===== src/rtl/vc_store_pkg.sv =====
// ---------------------------------------------------------------------------
// lc3b_types: types and default constants for the victim-cache store.
//   VC_WIDTH / VC_DEPTH / VC_TAG_W : default line width, entry count, tag width
//   vc_idx_t : entry index for the default depth
//   vc_age_t : per-entry LRU age for the default depth (0 = MRU)
// Modules built at a non-default DEPTH size their internal index/age vectors
// from their own DEPTH parameter.
// ---------------------------------------------------------------------------
package lc3b_types;

  localparam int VC_WIDTH = 128;
  localparam int VC_DEPTH = 8;
  localparam int VC_TAG_W = 12;

  typedef logic [$clog2(VC_DEPTH)-1:0] vc_idx_t;
  typedef logic [$clog2(VC_DEPTH)-1:0] vc_age_t;

endpackage


===== src/rtl/vc_store_lru.sv =====
// ---------------------------------------------------------------------------
// vc_lru: age bookkeeping for the victim-cache store.
// Each entry carries an age; the ages always form a permutation of
// 0..DEPTH-1. A touch moves the touched entry to age 0 and shifts every
// younger entry one step older, which preserves the permutation.
//   clk, reset_n : clock, synchronous active-low reset (ages -> identity)
//   touch        : apply a touch this cycle
//   touch_idx    : entry being touched
//   lru_idx      : entry currently holding age DEPTH-1
// ---------------------------------------------------------------------------
module vc_lru
  import lc3b_types::*;
#(
  parameter int  DEPTH = VC_DEPTH,
  localparam int IW    = $clog2(DEPTH)
) (
  input  logic          clk,
  input  logic          reset_n,
  input  logic          touch,
  input  logic [IW-1:0] touch_idx,
  output logic [IW-1:0] lru_idx
);

  logic [IW-1:0] age [DEPTH];

  // NOTE: state registers are assigned with <= so every entry sees the
  // pre-edge ages, independent of loop or statement order.
  always_ff @(posedge clk) begin
    if (!reset_n) begin
      for (int i = 0; i < DEPTH; i++) age[i] <= IW'(i);
    end else if (touch) begin
      for (int i = 0; i < DEPTH; i++) begin
        if (IW'(i) == touch_idx)          age[i] <= '0;
        else if (age[i] < age[touch_idx]) age[i] <= age[i] + 1'b1;
      end
    end
  end

  // NOTE: default assignment first so no path leaves lru_idx unassigned
  // (otherwise a latch is inferred).
  always_comb begin
    lru_idx = '0;
    for (int i = 0; i < DEPTH; i++)
      if (age[i] == IW'(DEPTH - 1)) lru_idx = IW'(i);
  end

endmodule


===== src/rtl/vc_store.sv =====
// ---------------------------------------------------------------------------
// vc_store: fully associative victim-cache storage with true-LRU replacement.
//   clk, reset_n          : clock, synchronous active-low reset
//   lookup/lookup_tag     : search request; lookup_take removes a hit entry
//   insert/insert_*       : line to insert (in-place overwrite on tag match)
//   hit, hit_data/dirty   : registered lookup result (1-cycle latency)
//   evict, evict_*        : one-cycle pulse with the displaced entry
//   count, full, empty    : registered post-edge occupancy
// ---------------------------------------------------------------------------
module vc_store
  import lc3b_types::*;
#(
  parameter int  WIDTH = VC_WIDTH,
  parameter int  DEPTH = VC_DEPTH,
  parameter int  TAG_W = VC_TAG_W,
  localparam int IW    = $clog2(DEPTH),
  localparam int CW    = $clog2(DEPTH) + 1
) (
  input  logic             clk,
  input  logic             reset_n,
  input  logic             lookup,
  input  logic [TAG_W-1:0] lookup_tag,
  input  logic             lookup_take,
  input  logic             insert,
  input  logic [TAG_W-1:0] insert_tag,
  input  logic [WIDTH-1:0] insert_data,
  input  logic             insert_dirty,
  output logic             hit,
  output logic [WIDTH-1:0] hit_data,
  output logic             hit_dirty,
  output logic             evict,
  output logic [TAG_W-1:0] evict_tag,
  output logic [WIDTH-1:0] evict_data,
  output logic             evict_dirty,
  output logic [CW-1:0]    count,
  output logic             full,
  output logic             empty
);

  logic [DEPTH-1:0] valid, dirty, valid_eff;
  logic [TAG_W-1:0] tags [DEPTH];
  logic [WIDTH-1:0] data [DEPTH];

  logic          look_hit, take, ins_hit, free_any, do_evict, grow, touch;
  logic [IW-1:0] look_idx, ins_idx, free_idx, tgt, touch_idx, lru_idx;
  logic [CW-1:0] count_next;

  always_comb begin
    look_hit = 1'b0;
    look_idx = '0;
    for (int i = DEPTH - 1; i >= 0; i--)
      if (valid[i] && tags[i] == lookup_tag) begin
        look_hit = 1'b1;
        look_idx = IW'(i);
      end
    take = lookup && look_hit && lookup_take;

    // A taken entry is freed before the insert picks its slot.
    valid_eff = valid;
    if (take) valid_eff[look_idx] = 1'b0;

    ins_hit  = 1'b0;
    ins_idx  = '0;
    free_any = 1'b0;
    free_idx = '0;
    for (int i = DEPTH - 1; i >= 0; i--) begin
      if (valid_eff[i] && tags[i] == insert_tag) begin
        ins_hit = 1'b1;
        ins_idx = IW'(i);
      end
      if (!valid_eff[i]) begin
        free_any = 1'b1;
        free_idx = IW'(i);
      end
    end

    if (ins_hit)       tgt = ins_idx;
    else if (free_any) tgt = free_idx;
    else               tgt = lru_idx;

    do_evict = insert && !ins_hit && !free_any;
    grow     = insert && !ins_hit && free_any;

    // The insert touch wins over a same-cycle lookup touch.
    touch     = insert || (lookup && look_hit && !lookup_take);
    touch_idx = insert ? tgt : look_idx;

    count_next = count + CW'(grow) - CW'(take);
  end

  vc_lru #(.DEPTH(DEPTH)) u_lru (
    .clk       (clk),
    .reset_n   (reset_n),
    .touch     (touch),
    .touch_idx (touch_idx),
    .lru_idx   (lru_idx)
  );

  // NOTE: tag and data arrays are deliberately not reset; valid bits gate
  // every use, and leaving them unreset lets them map onto plain storage.
  always_ff @(posedge clk) begin
    if (reset_n && insert) begin
      tags[tgt] <= insert_tag;
      data[tgt] <= insert_data;
    end
  end

  always_ff @(posedge clk) begin
    if (!reset_n) begin
      valid       <= '0;
      dirty       <= '0;
      hit         <= 1'b0;
      hit_data    <= '0;
      hit_dirty   <= 1'b0;
      evict       <= 1'b0;
      evict_tag   <= '0;
      evict_data  <= '0;
      evict_dirty <= 1'b0;
      count       <= '0;
      full        <= 1'b0;
      empty       <= 1'b1;
    end else begin
      if (take) valid[look_idx] <= 1'b0;
      // Later assignment wins when the insert reuses the slot just taken.
      if (insert) begin
        valid[tgt] <= 1'b1;
        dirty[tgt] <= insert_dirty;
      end

      hit <= lookup && look_hit;
      if (lookup && look_hit) begin
        hit_data  <= data[look_idx];
        hit_dirty <= dirty[look_idx];
      end

      evict <= do_evict;
      if (do_evict) begin
        evict_tag   <= tags[tgt];
        evict_data  <= data[tgt];
        evict_dirty <= dirty[tgt];
      end

      count <= count_next;
      full  <= (count_next == CW'(DEPTH));
      empty <= (count_next == '0);
    end
  end

endmodule


===== config.mk =====
export PLATFORM = sky130hd
export DESIGN_NAME = vc_store
export DESIGN_NICKNAME = d
export VERILOG_FILES = /design/src/rtl/vc_store_pkg.sv /design/src/rtl/vc_store_lru.sv /design/src/rtl/vc_store.sv
export SDC_FILE = /design/constraint.sdc
export NUM_CORES = 2
export LEC_CHECK = 0
export BUFFER_PORTS_ARGS = -buffer_cell sky130_fd_sc_hd__buf_2
export CORE_ASPECT_RATIO = 0.9
export CORE_UTILIZATION = 25
export CTS_CLUSTER_DIAMETER = 150
export DETAILED_ROUTE_END_ITERATION = 7
export SLEW_MARGIN = 0
export SYNTH_ARGS = -nofsm -noshare
export SYNTH_HDL_FRONTEND = slang
export SYNTH_SLANG_ARGS = --single-unit

===== constraint.sdc =====
create_clock -name clk -period 18.75 [get_ports clk]
set_input_delay 0.9375 -clock clk [delete_from_list [all_inputs] [get_ports clk]]
set_output_delay 0.9375 -clock clk [all_outputs]
set_load 0.02 [all_outputs]

==> results by stage <==
Status:
- The flow ran to the end, and the final reports show no timing, DRC or antenna violations.

Die:
- Measured along the y axis, the die boundary spans 481 um.
- For this configuration, the core starts out at a cell density of about 25%.
- From left edge to right edge, the die measures 534 um.
- The die covers 0.257 sq mm.
- The area of the core region is approximately 0.25 sq mm.
- Pin placement for this block handled 436 I/O pins.
- The floorplan has 175 rows.

Placed design:
- The count of input and output buffers is 435.
- The placement-stage worst setup slack is 8.58 ns.
- The post-detailed-placement half-perimeter wirelength is roughly 150000 um.
- The final estimated routing congestion in global placement is about 0.92.

Layout:
- The final core utilization is 29.6%.
- The net total in the final layout is between 5000 and 6000.
- In the layout the commonest cells are 1144 x sky130_fd_sc_hd__edfxtp_1, 702 x sky130_fd_sc_hd__nand2_1, 434 x sky130_fd_sc_hd__buf_2.
- The library cell used most frequently in the layout, excluding fill and tap cells, is sky130_fd_sc_hd__edfxtp_1.
- The number of fillers in the final layout is 25600.
- From synthesis to final layout, the design area changed by 17.3%.
- The share of post-route cells with drive strength above 1 is 15.0%.

GRT:
- The largest net degree at the start of global routing is about 150.
- The number of antenna violations at the first check in global routing is 93.
- The number of global-route vias before repair is ~47000.
- The total global routing track utilization is a little under a fifth.
- The wire length of the first global-routing pass is approximately 350000 um.
- The remaining global-route overflow is 0.

Run:
- Across the run, the number of max-cap violations was 0.

Clocking:
- Clock latency on the worst-skew pair, taken at its later pin, is around 0.85 ns.
- After clock tree synthesis, the clock-pin slew on the worst setup and hold paths is 0.06 ns.
- The total setup buffers inserted after CTS is 0.
- In this run the clock root is driven by a sky130_fd_sc_hd__clkbuf_16.
- CTS built an H-tree with a depth of 4.
- The number of resized instances in the post-cts repair step is 0.
- The number of buffers created by CTS is 164.
- Buffers inserted to repair hold after CTS numbered 0.
- The TritonCTS clock tree is yes.
- The maximum count of clock buffers along a single path is 4.
- Counting every sink on the clock net gives between 1000 and 1500.

STA:
- The worst path meets setup with 9.16 ns of slack.
- The number of slew-limit violations in the final report was 0.
- Setup violations remaining at the end of the flow were counted as 0.
- The final total negative setup slack is 0 ns.
- Setup repair after global routing left no endpoint under its margin.
- The timing-limited maximum frequency is 104 MHz.
- The final hold violation count came to 0.
- The final period demand of the worst path is 9.59 ns.
- In the finished design, the share of the clock period the worst path needs comes to between 50% and 60%.
- The headroom to the max-slew limit is between 10 and 15%.
- At the pin with the least slew margin, the transition time is 1.28 ns.
- The clock skew is 0.0651 ns.

Worst setup path:
- The combined buffer and inverter count along the critical path is 5.
- The critical path is of the reg2reg type.
- The slowest stage of the critical path is the sky130_fd_sc_hd__buf_4 cell.
- In this design, the largest share of critical-path delay is due to buffers and inverters.
- The maximum fanout along the worst path is 57.
- The most frequent cell on the critical path is sky130_fd_sc_hd__buf_4.
- STA puts the critical path data required time at 19.16 ns.
- The delay of the slowest critical-path stage is 0.99 ns.
- The critical path launch point type is a flop.
- The data arrival time of the critical path is 10.00 ns.
- The signal on the critical path passes through xnor2_1 > nand4_1 > nor4_1 > a21o_1 > a32o_4 > buf_4 > buf_4 > a21oi_1 > a21oi_1 > and2_2 > a21o_4 > buf_4 > nand2_1 > nor2_4 > buf_4 > buf_4.
- The capturing element type of the critical path is a flop.

Route:
- The detailed router's first-iteration violation count is 5627.
- For this run, design rule violations remaining after detail routing come to 0.
- Across all layers, the routed design uses just under 50000 vias.
- In the routed layout, each cell is associated on average with a via count of roughly 5.5.
- The detail route stage leaves a number of antenna-violating nets equal to 0.
- The number of iterations in the first detailed-routing pass is 6.
- The total wire length is 254000 um.
- Dividing the detail-routed wire length by the instance count gives 27.9 um.

Synthesis:
- Of all flip-flops after synthesis, the portion carrying an async set or reset was 0%.
- Summing every instance area after synthesis gives ~0.064 sq mm.
- Yosys printed 0 warnings.
- Of the synthesized area, sequential elements account for 63.1%.
- The number of synthesized flops with an enable pin is 1144.
- The net count of the mapped netlist is 5522.
- The post-synthesis area per instance is 11.9 sq um.
- The most instantiated flip-flop cell in the synthesis netlist is sky130_fd_sc_hd__edfxtp_1.
- In this run, distinct cell masters in the synthesized netlist total 86.
- The post-synthesis sequential element count is 1438.
- Counting every instance in the synthesized netlist gives between 5000 and 6000.

Power:
- IR analysis of the VDD net gives a maximum drop of 0.0668 mV.
- The leakage power is 25.6 nW.
- The ratio of total power to cell area is 95.2 mW/mm^2.

Hold path:
- The type of the worst min-delay path is in2reg.
synthesized netlist by cell type, drive strengths merged (6+ instances only):
master,n,area (sq um)
a221oi,179,1570
a31oi,98,613
clkbuf,374,1400
xnor2,183,1600
a22oi,265,1990
a22o,148,1300
nor3,80,400
or4,7,56.3
and2,11,70.1
nand2,709,2660
nand3,43,215
nand4,46,288
a211oi,206,1560
o221ai,24,210
mux2,7,78.8
and3,242,1520
o21ai,191,956
o31ai,6,50.1
inv,19,71.3
nor4,26,181
edfxtp,1144,34400
o22ai,10,62.6
a221o,7,70.1
mux2i,169,1690
o311ai,7,61.3
xor2,13,114
o2bb2ai,10,87.6
a311oi,47,412
dfxtp,294,5890
ha,27,338
nor2,317,1190
a21oi,263,1320
o211ai,15,118
buf,73,409
mux4,12,270
logic make-up (layout without fill, tap and decap cells):
logic type      count (synthesis)  in the layout  synth area share (%)
xor+xnor                      196            196                  2.69
mux                           188            188                  3.20
compound gates               1517           1517                  16.8
simple gates                 1501           1501                  10.6
other cells                     0             23                     0
fa+ha+maj                      30             30                 0.595
buf+inv                       466            839                  2.96
flops                        1438           1438                  63.1
per-layer routing:
layer	wire length [um]	GRT usage (%)
met5	409	0
met4	12600	9.54
met3	24600	4.44
met2	114000	29.6
met1	102000	24.6
power by group:
part	internal [W]	total (W)	switching, W
clock network	0.00188	0.00322	0.00134
logic	0.000131	0.000394	0.000262
registers	0.00348	0.00351	0.0000251
worst register-to-register path, cell delays in order (launching register included):
cell and delay (ns):
sky130_fd_sc_hd__edfxtp_1 0.50, sky130_fd_sc_hd__xnor2_1 0.19, sky130_fd_sc_hd__nand4_1 0.17, sky130_fd_sc_hd__nor4_1 0.70, sky130_fd_sc_hd__a21o_1 0.32, sky130_fd_sc_hd__a32o_4 0.73, sky130_fd_sc_hd__buf_4 0.77, sky130_fd_sc_hd__buf_4 1.07
sky130_fd_sc_hd__a21oi_1 0.26, sky130_fd_sc_hd__a21oi_1 0.39, sky130_fd_sc_hd__and2_2 0.33, sky130_fd_sc_hd__a21o_4 0.31, sky130_fd_sc_hd__buf_4 0.87, sky130_fd_sc_hd__nand2_1 0.29, sky130_fd_sc_hd__nor2_4 0.84, sky130_fd_sc_hd__buf_4 0.70
sky130_fd_sc_hd__buf_4 0.71
metrics by stage:
stage	cell area, sq um	hold slack [ns]	total power (W)	std cells
floorplan	63700	0.449	0.00381	5336
global placement	69400	0.462	0.00395	8778
detailed placement	69400	0.471	0.00396	8778
CTS	74700	0.291	0.00717	9071
global route	74800	0.322	0.00732	9089
finish	74800	0.357	0.00712	9095
sequential cells by signal, indices dropped and copies added (netlist names), 4 cells and up:
register    count
count           4
data         1024
dirty           8
evict_data    128
evict_tag      12
hit_data      128
tags           96
u_lru.age      24
valid           8
area by class of cell:
type	instances	area (sq um)	share of cell area [%]
Clock buffer	226	4580	6.12
Timing Repair Buffer	527	3000	4.00
Sequential cell	1438	40200	53.8
Multi-Input combinational cell	3432	21900	29.3
Inverter	19	78.8	0.105
Clock inverter	67	728	0.974
Tap cell	3363	4210	5.63
Antenna cell	23	57.6	0.0769
worst paths after layout:
| path | start | end | slack, ns | cells after the start |
|---|---|---|---|---|
| max | tags[7][3] | data[3][34] | 9.16 | 16 |
| min | insert_data[112] | data[0][112] | 0.36 | 1 |
| max reg2reg | tags[7][3] | data[3][34] | 9.16 | 16 |
| min reg2reg | hit_data[83] | hit_data[83] | 0.48 | 2 |
No activity file was read; power rests on OpenSTA's default activity.
